$ cat src/rtl/riscv_pkg.sv
// Shared RV32I definitions used by the load/store unit: funct3 load/store size
// encodings and the LSU state type.
package riscv_pkg;

    localparam logic [2:0] LS_B  = 3'b000;
    localparam logic [2:0] LS_H  = 3'b001;
    localparam logic [2:0] LS_W  = 3'b010;
    localparam logic [2:0] LS_BU = 3'b100;
    localparam logic [2:0] LS_HU = 3'b101;

    typedef enum logic [1:0] {
        LSU_IDLE  = 2'd0,
        LSU_BUS   = 2'd1,
        LSU_RDATA = 2'd2,
        LSU_DONE  = 2'd3
    } lsu_state_e;

endpackage

$ cat src/rtl/lsu_align.sv
// Byte-lane logic for the LSU: byte enables and lane-replicated store data,
// load extract with sign/zero extension, and misalignment detection.
module lsu_align
    import riscv_pkg::*;
(
    input  logic [2:0]  sel_i,
    input  logic [1:0]  off_i,
    input  logic [31:0] wdata_i,
    input  logic [31:0] rdata_i,
    output logic [3:0]  be_o,
    output logic [31:0] wdata_o,
    output logic [31:0] rdata_o,
    output logic        misaligned_o
);

    logic [7:0]  rd_byte;
    logic [15:0] rd_half;

    always_comb begin
        rd_byte = rdata_i[{off_i, 3'b000} +: 8];
        rd_half = off_i[1] ? rdata_i[31:16] : rdata_i[15:0];
    end

    // sel_i[1:0] carries the size and sel_i[2] the unsigned flag; the
    // undefined encodings 011/110/111 all land in the word branch.
    always_comb begin
        be_o         = 4'b1111;
        wdata_o      = wdata_i;
        rdata_o      = rdata_i;
        misaligned_o = 1'b0;
        case (sel_i[1:0])
            2'b00: begin
                be_o    = 4'b0001 << off_i;
                wdata_o = {4{wdata_i[7:0]}};
                rdata_o = sel_i[2] ? {24'b0, rd_byte} : {{24{rd_byte[7]}}, rd_byte};
            end
            2'b01: begin
                be_o         = 4'b0011 << {off_i[1], 1'b0};
                wdata_o      = {2{wdata_i[15:0]}};
                rdata_o      = sel_i[2] ? {16'b0, rd_half} : {{16{rd_half[15]}}, rd_half};
                misaligned_o = off_i[0];
            end
            default: begin
                misaligned_o = (off_i != 2'b00);
            end
        endcase
    end

endmodule

$ cat src/rtl/lsu.sv
// RV32I load/store unit: req/gnt/rvalid data-memory transaction FSM.
// Optional LSU_MISALIGN_CHECK_EN: misaligned requests complete with err_o=1 without a bus access.
module lsu
    import riscv_pkg::*;
#(
    parameter int ADDR_W = 32,
    parameter int DATA_W = 32
) (
    input  logic              clk_i,
    input  logic              rst_ni,
    input  logic              req_valid_i,
    output logic              req_ready_o,
    input  logic              memRW_i,
    input  logic [2:0]        ld_st_sel_i,
    input  logic [ADDR_W-1:0] addr_i,
    input  logic [DATA_W-1:0] wdata_i,
    output logic              rsp_valid_o,
    output logic [DATA_W-1:0] rdata_o,
    output logic              err_o,
    output logic              dmem_req_o,
    output logic              dmem_we_o,
    output logic [ADDR_W-1:0] dmem_addr_o,
    output logic [3:0]        dmem_be_o,
    output logic [DATA_W-1:0] dmem_wdata_o,
    input  logic              dmem_gnt_i,
    input  logic              dmem_rvalid_i,
    input  logic [DATA_W-1:0] dmem_rdata_i
);

    // Handshake: a request is accepted on a clock edge where req_valid_i and
    // req_ready_o are both high; the bus request is held until dmem_gnt_i.
    lsu_state_e        state_q, state_d;
    logic              we_q, we_d;
    logic [2:0]        sel_q, sel_d;
    logic [ADDR_W-1:0] addr_q, addr_d;
    logic [DATA_W-1:0] wdata_q, wdata_d;
    logic [DATA_W-1:0] rdata_q, rdata_d;

    logic [2:0]        al_sel;
    logic [1:0]        al_off;
    logic [3:0]        al_be;
    logic [DATA_W-1:0] al_wdata;
    logic [DATA_W-1:0] al_rdata;
    logic              al_misaligned;

    // In IDLE the lane logic looks at the incoming request so misalignment
    // can be judged at accept time; afterwards it works on the latched copy.
    always_comb begin
        al_sel = (state_q == LSU_IDLE) ? ld_st_sel_i : sel_q;
        al_off = (state_q == LSU_IDLE) ? addr_i[1:0] : addr_q[1:0];
    end

    lsu_align u_align (
        .sel_i        (al_sel),
        .off_i        (al_off),
        .wdata_i      (wdata_q),
        .rdata_i      (dmem_rdata_i),
        .be_o         (al_be),
        .wdata_o      (al_wdata),
        .rdata_o      (al_rdata),
        .misaligned_o (al_misaligned)
    );

`ifdef LSU_MISALIGN_CHECK_EN
    logic err_q, err_d;
`else
    logic unused_misaligned;
    assign unused_misaligned = al_misaligned;
`endif

    always_comb begin
        state_d = state_q;
        we_d    = we_q;
        sel_d   = sel_q;
        addr_d  = addr_q;
        wdata_d = wdata_q;
        rdata_d = rdata_q;
`ifdef LSU_MISALIGN_CHECK_EN
        err_d   = err_q;
`endif
        case (state_q)
            LSU_IDLE: begin
                if (req_valid_i) begin
                    we_d    = memRW_i;
                    sel_d   = ld_st_sel_i;
                    addr_d  = addr_i;
                    wdata_d = wdata_i;
                    state_d = LSU_BUS;
`ifdef LSU_MISALIGN_CHECK_EN
                    err_d   = al_misaligned;
                    if (al_misaligned) begin
                        state_d = LSU_DONE;
                    end
`endif
                end
            end
            LSU_BUS: begin
                if (dmem_gnt_i) begin
                    state_d = we_q ? LSU_DONE : LSU_RDATA;
                end
            end
            LSU_RDATA: begin
                if (dmem_rvalid_i) begin
                    rdata_d = al_rdata;
                    state_d = LSU_DONE;
                end
            end
            LSU_DONE: begin
                state_d = LSU_IDLE;
            end
            default: begin
                state_d = LSU_IDLE;
            end
        endcase
    end

    always_ff @(posedge clk_i or negedge rst_ni) begin
        if (!rst_ni) begin
            state_q <= LSU_IDLE;
            we_q    <= 1'b0;
            sel_q   <= LS_W;
            addr_q  <= '0;
            wdata_q <= '0;
            rdata_q <= '0;
`ifdef LSU_MISALIGN_CHECK_EN
            err_q   <= 1'b0;
`endif
        end else begin
            state_q <= state_d;
            we_q    <= we_d;
            sel_q   <= sel_d;
            addr_q  <= addr_d;
            wdata_q <= wdata_d;
            rdata_q <= rdata_d;
`ifdef LSU_MISALIGN_CHECK_EN
            err_q   <= err_d;
`endif
        end
    end

    // Bus outputs are zero outside BUS so reset drops them combinationally.
    always_comb begin
        req_ready_o  = (state_q == LSU_IDLE);
        rsp_valid_o  = (state_q == LSU_DONE);
        rdata_o      = rdata_q;
        dmem_req_o   = (state_q == LSU_BUS);
        dmem_we_o    = 1'b0;
        dmem_addr_o  = '0;
        dmem_be_o    = 4'b0000;
        dmem_wdata_o = '0;
        if (state_q == LSU_BUS) begin
            dmem_we_o    = we_q;
            dmem_addr_o  = {addr_q[ADDR_W-1:2], 2'b00};
            dmem_be_o    = al_be;
            dmem_wdata_o = al_wdata;
        end
`ifdef LSU_MISALIGN_CHECK_EN
        err_o = (state_q == LSU_DONE) && err_q;
`else
        err_o = 1'b0;
`endif
    end

endmodule

$ cat config.mk
export PLATFORM = sky130hd
export DESIGN_NAME = lsu
export DESIGN_NICKNAME = d
export VERILOG_FILES = /design/src/rtl/riscv_pkg.sv /design/src/rtl/lsu_align.sv /design/src/rtl/lsu.sv
export SDC_FILE = /design/constraint.sdc
export NUM_CORES = 1
export LEC_CHECK = 0
export CAP_MARGIN = 20
export CORE_ASPECT_RATIO = 1.1
export CORE_MARGIN = 2
export CORE_UTILIZATION = 62
export DETAILED_ROUTE_END_ITERATION = 16
export DONT_BUFFER_PORTS = 1
export GPL_ROUTABILITY_DRIVEN = 0
export PLACE_DENSITY = 0.78
export SYNTH_ARGS = -nofsm -noshare
export SYNTH_HDL_FRONTEND = slang
export SYNTH_HIERARCHICAL = 1
export SYNTH_SLANG_ARGS = --single-unit
$ cat constraint.sdc
create_clock -name clk_i -period 3.54 [get_ports clk_i]
set_clock_uncertainty 0.05 [all_clocks]
set_input_delay 0.354 -clock clk_i [delete_from_list [all_inputs] [get_ports clk_i]]
set_output_delay 0.354 -clock clk_i [all_outputs]
set_load 0.05 [all_outputs]
# Yosys cells after proc, flatten, opt, wreduce, memory -nomap -nowiden
# Cells that the tools add are included.
# word_totals
latch_bits	0
in_bits	105
n_memories	0
romBits	0
ramBits	0
register_bits	102
out_inout_bits	105
# op_classes
eq_ne	7
mul	0
mux	17
order_cmp	0
bitwise_logic	0
addsub	0
shift	3
div_mod_pow	0
n_reduce_logical	5
# ops
operator	count
32-bit 2-to-1 mux	4
32-bit case mux with 2 select lines	2
32-bit by 6-bit indexed part select with 8-bit output	1
16-bit 2-to-1 mux	1
2-bit 2-to-1 mux	4
2-bit case mux with 4 select lines	1
4-bit case mux with 2 select lines	1
2-bit by 1-bit == test with 1-bit output (second input constant)	2
2-bit == test (second input constant)	2
2-bit logical NOT	2
4-bit 2-to-1 mux	1
2-bit inequality test (second input constant)	2
2-bit AND reduction	2
1-bit by 2-bit left shift with 4-bit output (first input constant)	1
2-bit by 2-bit left shift with 4-bit output (first input constant)	1
3-bit 2-to-1 mux	1
3-bit AND reduction	1
1-bit 2-to-1 mux	2
2-bit by 1-bit inequality test with 1-bit output (second input constant)	1

# Depth between registers and ports, before layout
# depth
word_depth	5
depth_mapped	10

# Hierarchy
# The synthesis kept the hierarchy.
# modules_own_cells
mod	n_inst	cells_per_inst	area_each_um2
lsu	1	314	4503.1
lsu_align	1	180	1207.4

# Worst setup path after synthesis
# No wires, ideal clock.
# synth_timing
path_kind	flip-flop to output port
from	reg state_q[0]
to	out dmem_wdata_o[10]
path_buffers	2
path_slack_ns	0.413
t_arrival_ns	2.723
path_stages_with_launch	9
path_cell_list	dfrtp_1 -> inv_1 -> ha_1 -> buf_4 -> mux2_2 -> buf_2 -> nor2_2 -> mux2_2 -> and2_1
# synth_between
elab_chain_cells	5
# synth_lines
item	line_no	source
start, declared	lsu.sv:32	lsu_state_e state_q, state_d;
start signal, assigned	lsu.sv:129	state_q <= state_d;
2-bit logical NOT (*)	n/a	
named net req_ready_o	lsu.sv:12	output logic req_ready_o,
3-bit 2-to-1 mux (*)	lsu.sv:49	al_sel = (state_q == LSU_IDLE) ? ld_st_sel_i : sel_q;
named net al_sel[0]	lsu.sv:39	logic [2:0] al_sel;
2-bit by 1-bit == test with 1-bit output or 2-bit logical NOT (tied branches)	n/a	
32-bit case mux with 2 select lines (*)	lsu_align.sv:31	case (sel_i[1:0])
named net al_wdata[10]	lsu.sv:42	logic [DATA_W-1:0] al_wdata;
32-bit 2-to-1 mux (*)	lsu.sv:151	if (state_q == LSU_BUS) begin
end, declared	lsu.sv:24	output logic [DATA_W-1:0] dmem_wdata_o,
# The timed path passes the listed nets; every way through them passes the cells marked *.

# Worst setup path in the final report
# layout_timing
from	reg state_q[1]
to	out dmem_wdata_o[14]
# layout_between
elab_chain_cells	5
# layout_lines
item	line_no
2-bit logical NOT (*)	lsu.sv:49
3-bit 2-to-1 mux (*)	lsu.sv:49
named net al_sel[1]	lsu.sv:39
2-bit by 1-bit == test with 1-bit output or 2-bit logical NOT (tied branches)	n/a
32-bit case mux with 2 select lines (*)	lsu_align.sv:31
named net al_wdata[14]	lsu.sv:42
32-bit 2-to-1 mux (*)	lsu.sv:151
# Marks and branches as above.

==> metrics.md <==
| Metric | Value |
|---|---|
| Outcome | completed |
| Layout cells sized above 1 | 35.8% |
| Worst Path Required | 3.14 ns |
| Arrival time worst endpoint | 2.91 ns |
| Global route overflow | 0 |
| Total Wirelength | 12.7 mm |
| Setup TNS | 0 ns |
| Worst-margin pin slew | 1.01 ns |
| Grt met3 use | 9.95% |
| Skew-Pair Late Insertion Delay | 0.36 ns |
| Mean post-synth cell area | 11.6 um2 |
| CP Launch Type | register |
| Clock root buffer | clkbuf_8 |
| Clock transition at the registers of the reported paths | 0.11 ns |
| Mapped Area | 5700 um2 |
| DR vias/cell | 6.11 |
| CP Class | reg -> out |
| Pin count of the biggest net entering global routing | 103 |
| WHS | 0.0750 ns |
| Max Fclk | 302 MHz |
| CTS Buffer Depth | 2 |
| Unrepaired setup endpoints after global routing | false |
| Hold WC Path Type | in -> reg |
| DRC Markers | 0 |
| Yosys warnings | 6 |
| First-pass GRT wire length | 19.5 mm |
| Crit path max fanout | 10 |
| Final Hold Fails | 0 |
| Row cnt | 36 |
| Slew Limit Fails | 0 |
| Crit share post-route | 93.6% |
| Number of global-route vias before repair | 3749 |
| Hold EP | addr_q[9]$_DFFE_PN0P_ |
| Pre-CTS WS | 0.612 ns |
| Initial Util | 63.9% |
| IO Pins | 210 |
| CP Launch Point | state_q[1]$_DFFE_PN0P_ |
| DIE HEIGHT | 105 um |
| Final period demand of the worst path | 3.31 ns |
| Diode count | 0 |
| Met1 usage | 29.2% |
| Nets@finish | 596 |
| R2r setup slk | 0.55 ns |
| Clock sinks | 102 |
| Chip Width | 95.4 um |
| Port Buffers | 0 |
| Gr usage total | 25.3% |
| Post-detail-place hpwl | 8.80 mm |
| Initial DRT Pass Iterations | 4 |
| Slew headroom | 33.0% |
| Total clock buffers created by CTS | 9 |
| Htree depth | 3 |
| Cells after synthesis | 491 |
| Final setup margin | 0.228 ns |
| Max-cap viol count | 0 |
| Antenna Nets Post-Route | 0 |
| WHS Path Cells | 1 |
| Initial DRC count | 184 |
| R2R depth | 7 |
| Final Setup Violations | 0 |
| Total number of vias | 3694 |
| Core ar. | 8920 um2 |
| Area Growth Syn to Fin | 10.0% |
| Met2 GRT Util | 42.9% |
| Wire per inst | 20.9 um |
| Capturing element type of the critical path | output pin |
| CTS tree | done |
| Worst flop-to-flop path endpoint | rdata_o[6]$_DFFE_PN0P_ |
| Initial antenna violation count | 0 |
| Die ar. | 9970 um2 |
| Hold Path Origin | addr_i[9] |
| Reg2reg start | state_q[1]$_DFFE_PN0P_ |
| Busiest grt layer | met2 |
## repair_timing
item,CTS,global route
hold buffers,2,0
endpoints found under the setup margin,0,1
buffers inserted,0,0
hold endpoints to repair,102,0
gates resized for setup,0,1
## cell usage in the layout, fill, tap and decap left out, drive strengths merged
| master | instances |
|---|---|
| a21oi | 34 |
| a221o | 7 |
| a31oi | 1 |
| a41oi | 1 |
| and2 | 66 |
| and3 | 1 |
| and3b | 7 |
| and4b | 1 |
| buf | 27 |
| bufinv | 1 |
| clkbuf | 9 |
| clkinv | 2 |
| conb | 3 |
| dfrtp | 101 |
| dfstp | 1 |
| dlygate4sd3 | 1 |
| ha | 5 |
| inv | 8 |
| mux2 | 123 |
| mux2i | 15 |
| mux4 | 1 |
| nand2 | 21 |
| nand2b | 3 |
| nand3 | 8 |
| nand3b | 1 |
| nor2 | 12 |
| nor2b | 9 |
| nor3 | 1 |
| o21ai | 15 |
| o21bai | 4 |
| o22a | 1 |
| or3b | 1 |
## critical path, cell delays in order, from the launching register on
cell and delay, ns:
dfrtp_1 0.44, inv_1 0.13, ha_1 0.32, mux2_2 0.39
nor2_2 0.54, mux2_2 0.40, and2_1 0.31
## flip-flops by register name (all words and copies together) (netlist names)
name and count:
addr_q 32, rdata_o 32, wdata_q 32, sel_q 3
state_q 2, we_q 1
## through the flow
step	std cells	util, %	instance area, um2
floorplan	493	-	5710
CTS	605	70.2	6260
global route	605	70.3	6270
global placement	587	67.5	6020
finish	605	70.3	6270
detailed placement	587	67.5	6020
## layout make-up
| type | instances | area [um2] |
|---|---|---|
| Multi-Input combinational cell | 341 | 2860 |
| Fill cell | 652 | 2650 |
| Sequential cell | 102 | 2550 |
| Timing Repair Buffer | 28 | 483 |
| Tap cell | 114 | 143 |
| Clock buffer | 9 | 124 |
| Clock inverter | 7 | 87.6 |
| Inverter | 4 | 15.0 |
## per-layer routing
layer,up-vias,routed length (um)
met5,-,0
met4,0,213
met3,19,1430
met2,149,6360
met1,1844,4650
li1,1682,-
## worst max path at each step
stage	cells after the start	end
finish	6	dmem_wdata_o[14]
global route	6	dmem_wdata_o[14]
CTS	6	dmem_wdata_o[14]
detailed placement	6	dmem_wdata_o[14]
global placement	6	dmem_wdata_o[8]
floorplan	8	dmem_wdata_o[10]
Power is left out: the tool's default activity adds up to more than one toggle a clock period on the data nets, which glitch-free logic cannot reach.
